==> src/rtl/state_dump_sequencer.sv <==
// state_dump_sequencer: walks the register file then a memory window, emitting each word as a valid/ready beat
module state_dump_sequencer #(
  parameter int unsigned NUM_REGS  = 32,
  parameter int unsigned REG_AW    = 5,
  parameter logic [31:0] MEM_BASE  = 32'h10010000,
  parameter int unsigned MEM_WORDS = 5,
  parameter int unsigned DW        = 32,
  parameter int unsigned TIMEOUT   = 0
) (
  input  logic              clk,
  input  logic              reset,
  input  logic              start,
  output logic [REG_AW-1:0] rf_addr,
  input  logic [DW-1:0]     rf_data,
  output logic [29:0]       mem_addr,
  input  logic [DW-1:0]     mem_data,
  output logic              out_valid,
  input  logic              out_ready,
  output logic              out_kind,
  output logic [31:0]       out_addr,
  output logic [DW-1:0]     out_data,
  output logic              busy,
  output logic              finished,
  output logic [31:0]       cycle_count
);
  typedef enum logic [2:0] {IDLE, REG, MEM, DRAIN, DONE} state_t;
  state_t state_q, state_d;
  logic [31:0] idx_q, idx_d, cnt_q, cnt_d, addr_q, addr_d, len;
  logic [DW-1:0] data_q, data_d;
  logic valid_q, valid_d, kind_q, kind_d;
  logic walking, in_mem, more, last, load, trig;
  // next state: a phase switches on the edge that loads its last beat, so the stream has no bubble between phases
  always_comb begin
    in_mem   = state_q == MEM;
    walking  = state_q == REG || in_mem;
    len      = in_mem ? 32'(MEM_WORDS) : 32'(NUM_REGS);
    more     = idx_q < len;
    last     = idx_q + 32'd1 >= len;
    load     = walking && (!valid_q || out_ready) && more;
    trig     = start || (TIMEOUT != 0 && cnt_q == 32'(TIMEOUT) - 32'd1);
    rf_addr  = state_q == REG ? idx_q[REG_AW-1:0] : '0;
    mem_addr = in_mem ? MEM_BASE[31:2] + idx_q[29:0] : '0;
    cnt_d    = cnt_q + {31'd0, ~&cnt_q};
    state_d  = state_q;
    idx_d    = idx_q;
    valid_d  = valid_q && !out_ready;
    kind_d   = kind_q;
    addr_d   = addr_q;
    data_d   = data_q;
    if (state_q == IDLE && trig) begin
      state_d = REG;
      idx_d   = '0;
    end
    if (load) begin
      valid_d = 1'b1;
      kind_d  = in_mem;
      addr_d  = in_mem ? MEM_BASE + {idx_q[29:0], 2'b00} : idx_q;
      data_d  = in_mem ? mem_data : rf_data;
      idx_d   = idx_q + 32'd1;
    end
    if (walking && (!more || (load && last))) begin
      state_d = (state_q == REG && MEM_WORDS != 0) ? MEM : DRAIN;
      idx_d   = '0;
    end
    if (state_q == DRAIN && (!valid_q || out_ready)) state_d = DONE;
  end
  // state, index, output beat and cycle counter registers
  always_ff @(posedge clk) begin
    if (reset) begin
      state_q <= IDLE;
      idx_q   <= '0;
      cnt_q   <= '0;
      valid_q <= 1'b0;
      kind_q  <= 1'b0;
      addr_q  <= '0;
      data_q  <= '0;
    end else begin
      state_q <= state_d;
      idx_q   <= idx_d;
      cnt_q   <= cnt_d;
      valid_q <= valid_d;
      kind_q  <= kind_d;
      addr_q  <= addr_d;
      data_q  <= data_d;
    end
  end
  assign out_valid   = valid_q;
  assign out_kind    = kind_q;
  assign out_addr    = addr_q;
  assign out_data    = data_q;
  assign busy        = state_q == REG || state_q == MEM;
  assign finished    = state_q == DONE;
  assign cycle_count = cnt_q;
endmodule

==> config.mk <==
export PLATFORM = sky130hd
export DESIGN_NAME = state_dump_sequencer
export DESIGN_NICKNAME = d
export VERILOG_FILES = /design/src/rtl/state_dump_sequencer.sv
export SDC_FILE = /design/constraint.sdc
export NUM_CORES = 1
export LEC_CHECK = 0
export ABC_AREA = 1
export ABC_CLOCK_PERIOD_IN_PS = 3400
export BUFFER_PORTS_ARGS = -buffer_cell sky130_fd_sc_hd__clkbuf_2
export CAP_MARGIN = 40
export CORE_ASPECT_RATIO = 1.1
export CORE_MARGIN = 2
export CORE_UTILIZATION = 50
export DETAILED_ROUTE_END_ITERATION = 6
export GPL_TIMING_DRIVEN = 0
export PLACE_DENSITY = 0.75
export SETUP_SLACK_MARGIN = 0.5
export SLEW_MARGIN = 20
export SYNTH_ARGS = -nofsm -noshare
export SYNTH_HDL_FRONTEND = slang
export SYNTH_SLANG_ARGS = --single-unit
==> constraint.sdc <==
create_clock -name clk -period 3.4 [get_ports clk]
set_input_delay 0.34 -clock clk [delete_from_list [all_inputs] [get_ports clk]]
set_output_delay 0.34 -clock clk [all_outputs]
set_load 0.1 [all_outputs]
; Word level (Yosys, flattened, before mapping)
; Cells that the tools add are included.
[word_totals]
word_cells = 51
output_inout_bits = 135
in_bits = 68
regBits = 133
[op_classes]
n_eq_ne = 4
reduce_logical = 21
n_addsub = 4
n_lt_le_gt_ge = 2
n_mux = 12
[ops]
columns = operator, count
row1 = 2-to-1 mux 32 bit, 4
row2 = "adder 29 x 32 -> 32 bit, first input constant", 1
row3 = adder 32 x 1 -> 32 bit, 1
row4 = "adder 32 x 1 -> 32 bit, second input constant", 1
row5 = >= comparator 32 x 6 -> 1 bit, 1
row6 = less-than comparator 32 x 6 -> 1 bit, 1
row7 = AND reduction 32 bit, 1
row8 = "adder 27 x 30 -> 30 bit, first input constant", 1
row9 = 2-to-1 mux 30 bit, 1
row10 = 2-to-1 mux 3 bit, 3
row11 = logical AND 1 bit, 7
row12 = "== test 3 x 2 -> 1 bit, second input constant", 2
row13 = 2-to-1 mux 6 bit, 1
row14 = 2-to-1 mux 5 bit, 1
row15 = zero test 1 bit, 4
row16 = nonzero test 2 bit, 2
row17 = OR reduction 2 bit, 2
row18 = "== test 3 x 1 -> 1 bit, second input constant", 1
row19 = "== test 3 bit, second input constant", 1
row20 = zero test 3 bit, 1
row21 = logical OR 1 bit, 3
row22 = nonzero test 3 bit, 1
row23 = 2-to-1 mux 1 bit, 2

; Logic depth before layout (Yosys ltp)
[depth]
depth_word = 9
ltp_mapped = 21

; Worst setup path after synthesis
; No wires, ideal clock.
[synth_timing]
kind = flip-flop to output port
startpoint = register idx_q[14]
endpoint = output mem_addr[29]
path_buffers = 0
slack_ns = -0.390
t_arrival_ns = 3.450
path_stages_with_launch = 13
cell_sequence = dfxtp_1 inv_1 nor2_1 inv_1 nor2_1 inv_1 nor2_1 inv_1 nor4_1 nor2_1 nor2_1 nor2_1 nor3_1
[synth_via]
elab_chain_cells = 2
[synth_lines]
columns = item, line
row1 = start: declaration, 28  ; logic [31:0] idx_q, idx_d, cnt_q, cnt_d, addr_q, addr_d, len;
row2 = start signal: assignment, 79  ; idx_q <= idx_d;
row3 = adder 27 x 30 -> 30 bit, 42  ; mem_addr = in_mem ? MEM_BASE[31:2] + idx_q[29:0] : '0;
row4 = 2-to-1 mux 30 bit, 42
row5 = end: declaration, 15  ; output logic [29:0] mem_addr,
; No other way between the ends.

; Worst setup path in the final report
[layout_timing]
startpoint = register state_q[1]
endpoint = register idx_q[14]
[layout_via]
elab_chain_cells = 8
[layout_lines]
columns = item, line
row1 = start: declaration, 27  ; state_t state_q, state_d;
row2 = start signal: assignment, 78  ; state_q <= state_d;
row3 = == test 3 x 2 -> 1 bit (*), 34  ; in_mem = state_q == MEM;
row4 = net in_mem, 31  ; logic walking, in_mem, more, last, load, trig;
row5 = 2-to-1 mux 6 bit or logical OR 1 bit (tied branches), "36, 35"
row6 = less-than comparator 32 x 6 -> 1 bit or logical AND 1 bit (tied branches), "37, 39"
row7 = logical AND 1 bit, 39  ; load = walking && (!valid_q || out_ready) && more;
row8 = logical AND 1 bit, 61  ; if (walking && (!more || (load && last))) begin
row9 = logical OR 1 bit, 61
row10 = logical AND 1 bit, 61
row11 = OR reduction 2 bit (no line), --
; The timed path passes the listed nets; every way through them passes the cells marked *.
; A chain may end at the register's enable or synchronous reset.

==> metrics.json <==
{
  "run_status": {
    "outcome": "finished with violations",
    "violations": "DRC"
  },
  "floorplanning": {
    "initial_core_util": 0.510,
    "floorplan.die_area_sq_um": 15600,
    "die_w_um": 119,
    "io_pins": 203,
    "core_area_sq_um": 14300,
    "std_cell_rows": 46,
    "chipHeight_um": 131
  },
  "finish": {
    "diodes": 0,
    "final.fill_count": 1244,
    "design.final.nets": 1432,
    "post_route_cells_drive_above_1_share": 0.335,
    "multi_input_comb_area_sq_um": 4250,
    "syn2layout_area_growth_pct": 37.2,
    "area.sequential_sq_um": 2710,
    "final_core_util": 0.700,
    "postLayoutCellArea_sq_um": 10000
  },
  "logic_synthesis": {
    "synthAdderAreaFrac": 0.0257,
    "number_of_distinct_library_cells_after_synthesis": 36,
    "yosys-mux-area-fraction": 0,
    "synthSimpleGateAreaFrac": 0.373,
    "yosysSeqAreaShare": 0.364,
    "yosys_warnings": 0,
    "synth_compound_area_frac": 0.129,
    "post-synth-top-area-fraction": 0.364,
    "ys_ff_latch": 133,
    "post_synth_instance_area_sq_um": 7310,
    "synth_xor_xnor_area_share": 0.0144,
    "yosys.area.top_type": "sky130_fd_sc_hd__dfxtp_1",
    "largest_family_of_logic_cells_by_synthesized_area": "simple AND/OR/NAND/NOR gates",
    "synth.avg_cell_area_sq_um": 6.76,
    "synthesis.nets": 1164,
    "netlist_instances": 1081,
    "top_cells_by_area_in_the_synthesized_netlist": "sky130_fd_sc_hd__dfxtp_1 (36%), sky130_fd_sc_hd__nand2_1 (15%), sky130_fd_sc_hd__nor2_1 (7.4%)"
  },
  "clock_network": {
    "post_cts_hold_buffers": 0,
    "clock_latency_ns": 0.42,
    "htreeDepth": 4,
    "cts-root-to-sink-buffers": 2,
    "clkTransAtPathRegs_ns": 0.06,
    "tritoncts": "built",
    "root_buffer": "sky130_fd_sc_hd__clkbuf_16",
    "tritoncts_num_sinks": 133,
    "tritoncts.num_buffers": 17
  },
  "sta": {
    "grt_setup_unrepaired": "true",
    "peak_freq_ghz": 0.354,
    "worst_slew_margin_rel": 0.510,
    "fin_crit_sh": 0.831,
    "final_period_minus_worst_setup_slack_ns": 2.82,
    "final-hold-violation-count": 0,
    "timing.setup.tns_ns": 0,
    "drv_slew": 0,
    "finalClockSkew_ns": 0.00809,
    "timing_worst_slew_pin_value_ns": 0.736,
    "finalSetupViolations": 0
  },
  "critical_path": {
    "critical_path_s_top_delay_family": "simple AND/OR/NAND/NOR gates",
    "critical_path_cell_count": 22,
    "critical_path.startpoint_type": "flop",
    "cpMaxStageDelayCell": "sky130_fd_sc_hd__dfxtp_2",
    "crit_fanout": 8,
    "cpPeakStageDelay_ns": 0.33,
    "timing.setup.critical_path_class": "reg -> reg",
    "path_common_cell": "sky130_fd_sc_hd__nand2_1",
    "data_arrival_time_of_the_critical_path_ns": 3.18,
    "worstPathCellList": "inv_2 -> nor2_4 -> nand2_4 -> inv_4 -> buf_8 -> clkbuf_16 -> buf_4 -> ha_1 -> nand2_1 -> nand2_1 -> nor2_2 -> nand2_1 -> nor2_1 -> nand2_1 -> nor2_2 -> nand3_1 -> nand2_2 -> nand2_2 -> nand2_4 -> nand2_8 -> buf_12 -> nor2_4",
    "timing.reg2reg.worst_path_depth": 22,
    "critical_path_required_ns": 3.76,
    "worstSetupEndpointType": "flop",
    "worstPathBufferInverterCount": 6
  },
  "power": {
    "reported_leakage_power_uw": 0.00436,
    "irDropWorstVdd_mv": 0.246,
    "p_per_area_nw_per_um2": 422
  },
  "drt": {
    "drt_first_iter_violations": 645,
    "route.detailed.wl_per_inst_um": 15.4,
    "drt_first_pass_iters": 7,
    "final_antenna_net_count": 0,
    "via_per_inst": 5.28,
    "route.final.wire_length_mm": 23.9,
    "detailroute.via_count": 8208,
    "detail_route.drc_violations": 2
  },
  "global_routing": {
    "grt.total_usage": 0.294,
    "grt.overflow.total": 0,
    "grt_first_pass_wirelength_mm": 36.7,
    "first_global_vias": 7522,
    "maximum_number_of_pins_on_one_net_before_global_route_repair": 17,
    "grt_antenna_before_repair": 0
  },
  "placement": {
    "gpl.final_weighted_congestion": 0.970,
    "portBuffers": 202,
    "placed_area_sq_um": 8630,
    "dp.final_hpwl_mm": 16.7
  },
  "min_path": {
    "min-delay-path-class": "in -> reg",
    "min_path_cells": 3
  },
  "job": {
    "max_cap_violations": 0
  }
}
[metal layers]
metal / vias to the layer above / wire length (um) / GRT usage
met5: - / 0 / 0
met4: 0 / 746 / 0.138
met3: 69 / 1530 / 0.0612
met2: 325 / 11700 / 0.512
met1: 3776 / 9960 / 0.350
li1: 4038 / - / -
[cell usage in the layout (no fill, tap or decap), drive strengths merged]
cell | Yosys | final
inv | 110 | 109
ha | 15 | 15
o41ai | 1 | 1
clkbuf | 30 | 260
o21ai | 83 | 83
a31oi | 40 | 40
a21oi | 42 | 42
a211oi | 3 | 3
nor4 | 11 | 11
xor2 | 8 | 8
nand2 | 297 | 297
nand3 | 50 | 50
clkinvlp | 0 | 3
and3 | 1 | 1
o21a | 4 | 4
a32oi | 1 | 1
nor3 | 20 | 20
bufinv | 0 | 2
nor3b | 1 | 1
clkinv | 2 | 6
nor2 | 187 | 187
nand4 | 17 | 17
xnor2 | 4 | 4
buf | 20 | 63
dfxtp | 133 | 133
nand3b | 1 | 1
[synth_stat cells, drive strengths merged]
cell type and count:
nand2 297, nor2 187, dfxtp 133, inv 110, o21ai 83, nand3 50, a21oi 42, a31oi 40
clkbuf 30, buf 20, nor3 20, nand4 17, ha 15, nor4 11, xor2 8, o21a 4
xnor2 4, a211oi 3, clkinv 2, a32oi 1, and3 1, nand3b 1, nor3b 1, o41ai 1
[repair_timing]
item | in CTS | in global routing
setup endpoints to repair | 115 | 111
cloned | 4 | 2
setup buffers | 15 | 26
gates resized for setup | 55 | 75
pin swaps | 6 | 36
[worst paths after layout]
kind	start	endpoint	slack [ns]
hold reg to reg	out_addr[11]$_SDFFE_PP0P_	out_addr[11]$_SDFFE_PP0P_	0.44
setup reg to reg	state_q[1]$_SDFFE_PP0P_	idx_q[14]$_SDFFE_PP0P_	0.58
hold / removal	rf_data[6]	out_data[6]$_SDFFE_PP0P_	0.16
setup / recovery	state_q[1]$_SDFFE_PP0P_	idx_q[14]$_SDFFE_PP0P_	0.58
[where the power goes]
part / internal [uW] / leakage, uW / total (uW) / switching (uW)
registers: 1610 / 0.00110 / 1650 / 33.9
logic: 166 / 0.00298 / 777 / 611
clock network: 1130 / 0.000280 / 1810 / 674
total: 2920 / 0.00436 / 4230 / 1320
[state kept, by name, indices dropped and copies added, names as in the netlist]
name and cells:
out_kind 1, idx_q 32, out_data 32, cycle_count 32
state_q 3, out_addr 32, out_valid 1
[tightest hold or removal path: cells and delay by family]
kind | cells | cell delay, ns
AO/OA/AOI/OAI | 1 | 0.07
AND/OR/NAND/NOR | 1 | 0.05
buffers and inverters | 1 | 0.08
[through the flow]
stage / cells / hold WS [ns] / power, uW / worst slack, ns
2_1_floorplan: 1081 / 0.457 / 2240 / 0.245
3_3_place_gp: 1475 / 0.427 / 2390 / -0.393
3_5_place_dp: 1475 / 0.427 / 2390 / -0.474
4_1_cts: 1526 / 0.158 / 4220 / 0.503
5_1_grt: 1554 / 0.166 / 4360 / 0.447
6_report: 1554 / 0.161 / 4230 / 0.576
[area by class of cell]
class                      instances  area share
buffer                            50      0.0377
clock buffer                      24      0.0480
clock inverter                     8     0.00986
inverter                         112      0.0425
multi-input combinational        786       0.423
sequential                       133       0.270
tap                              192      0.0240
timing repair buffer             249       0.145
[cell families after synthesis]
group | after synthesis
compound gates | 174
xor+xnor | 12
fa+ha+maj | 15
buf+inv | 162
flops | 133
simple gates | 585
Power figures use the tool's default switching activity.
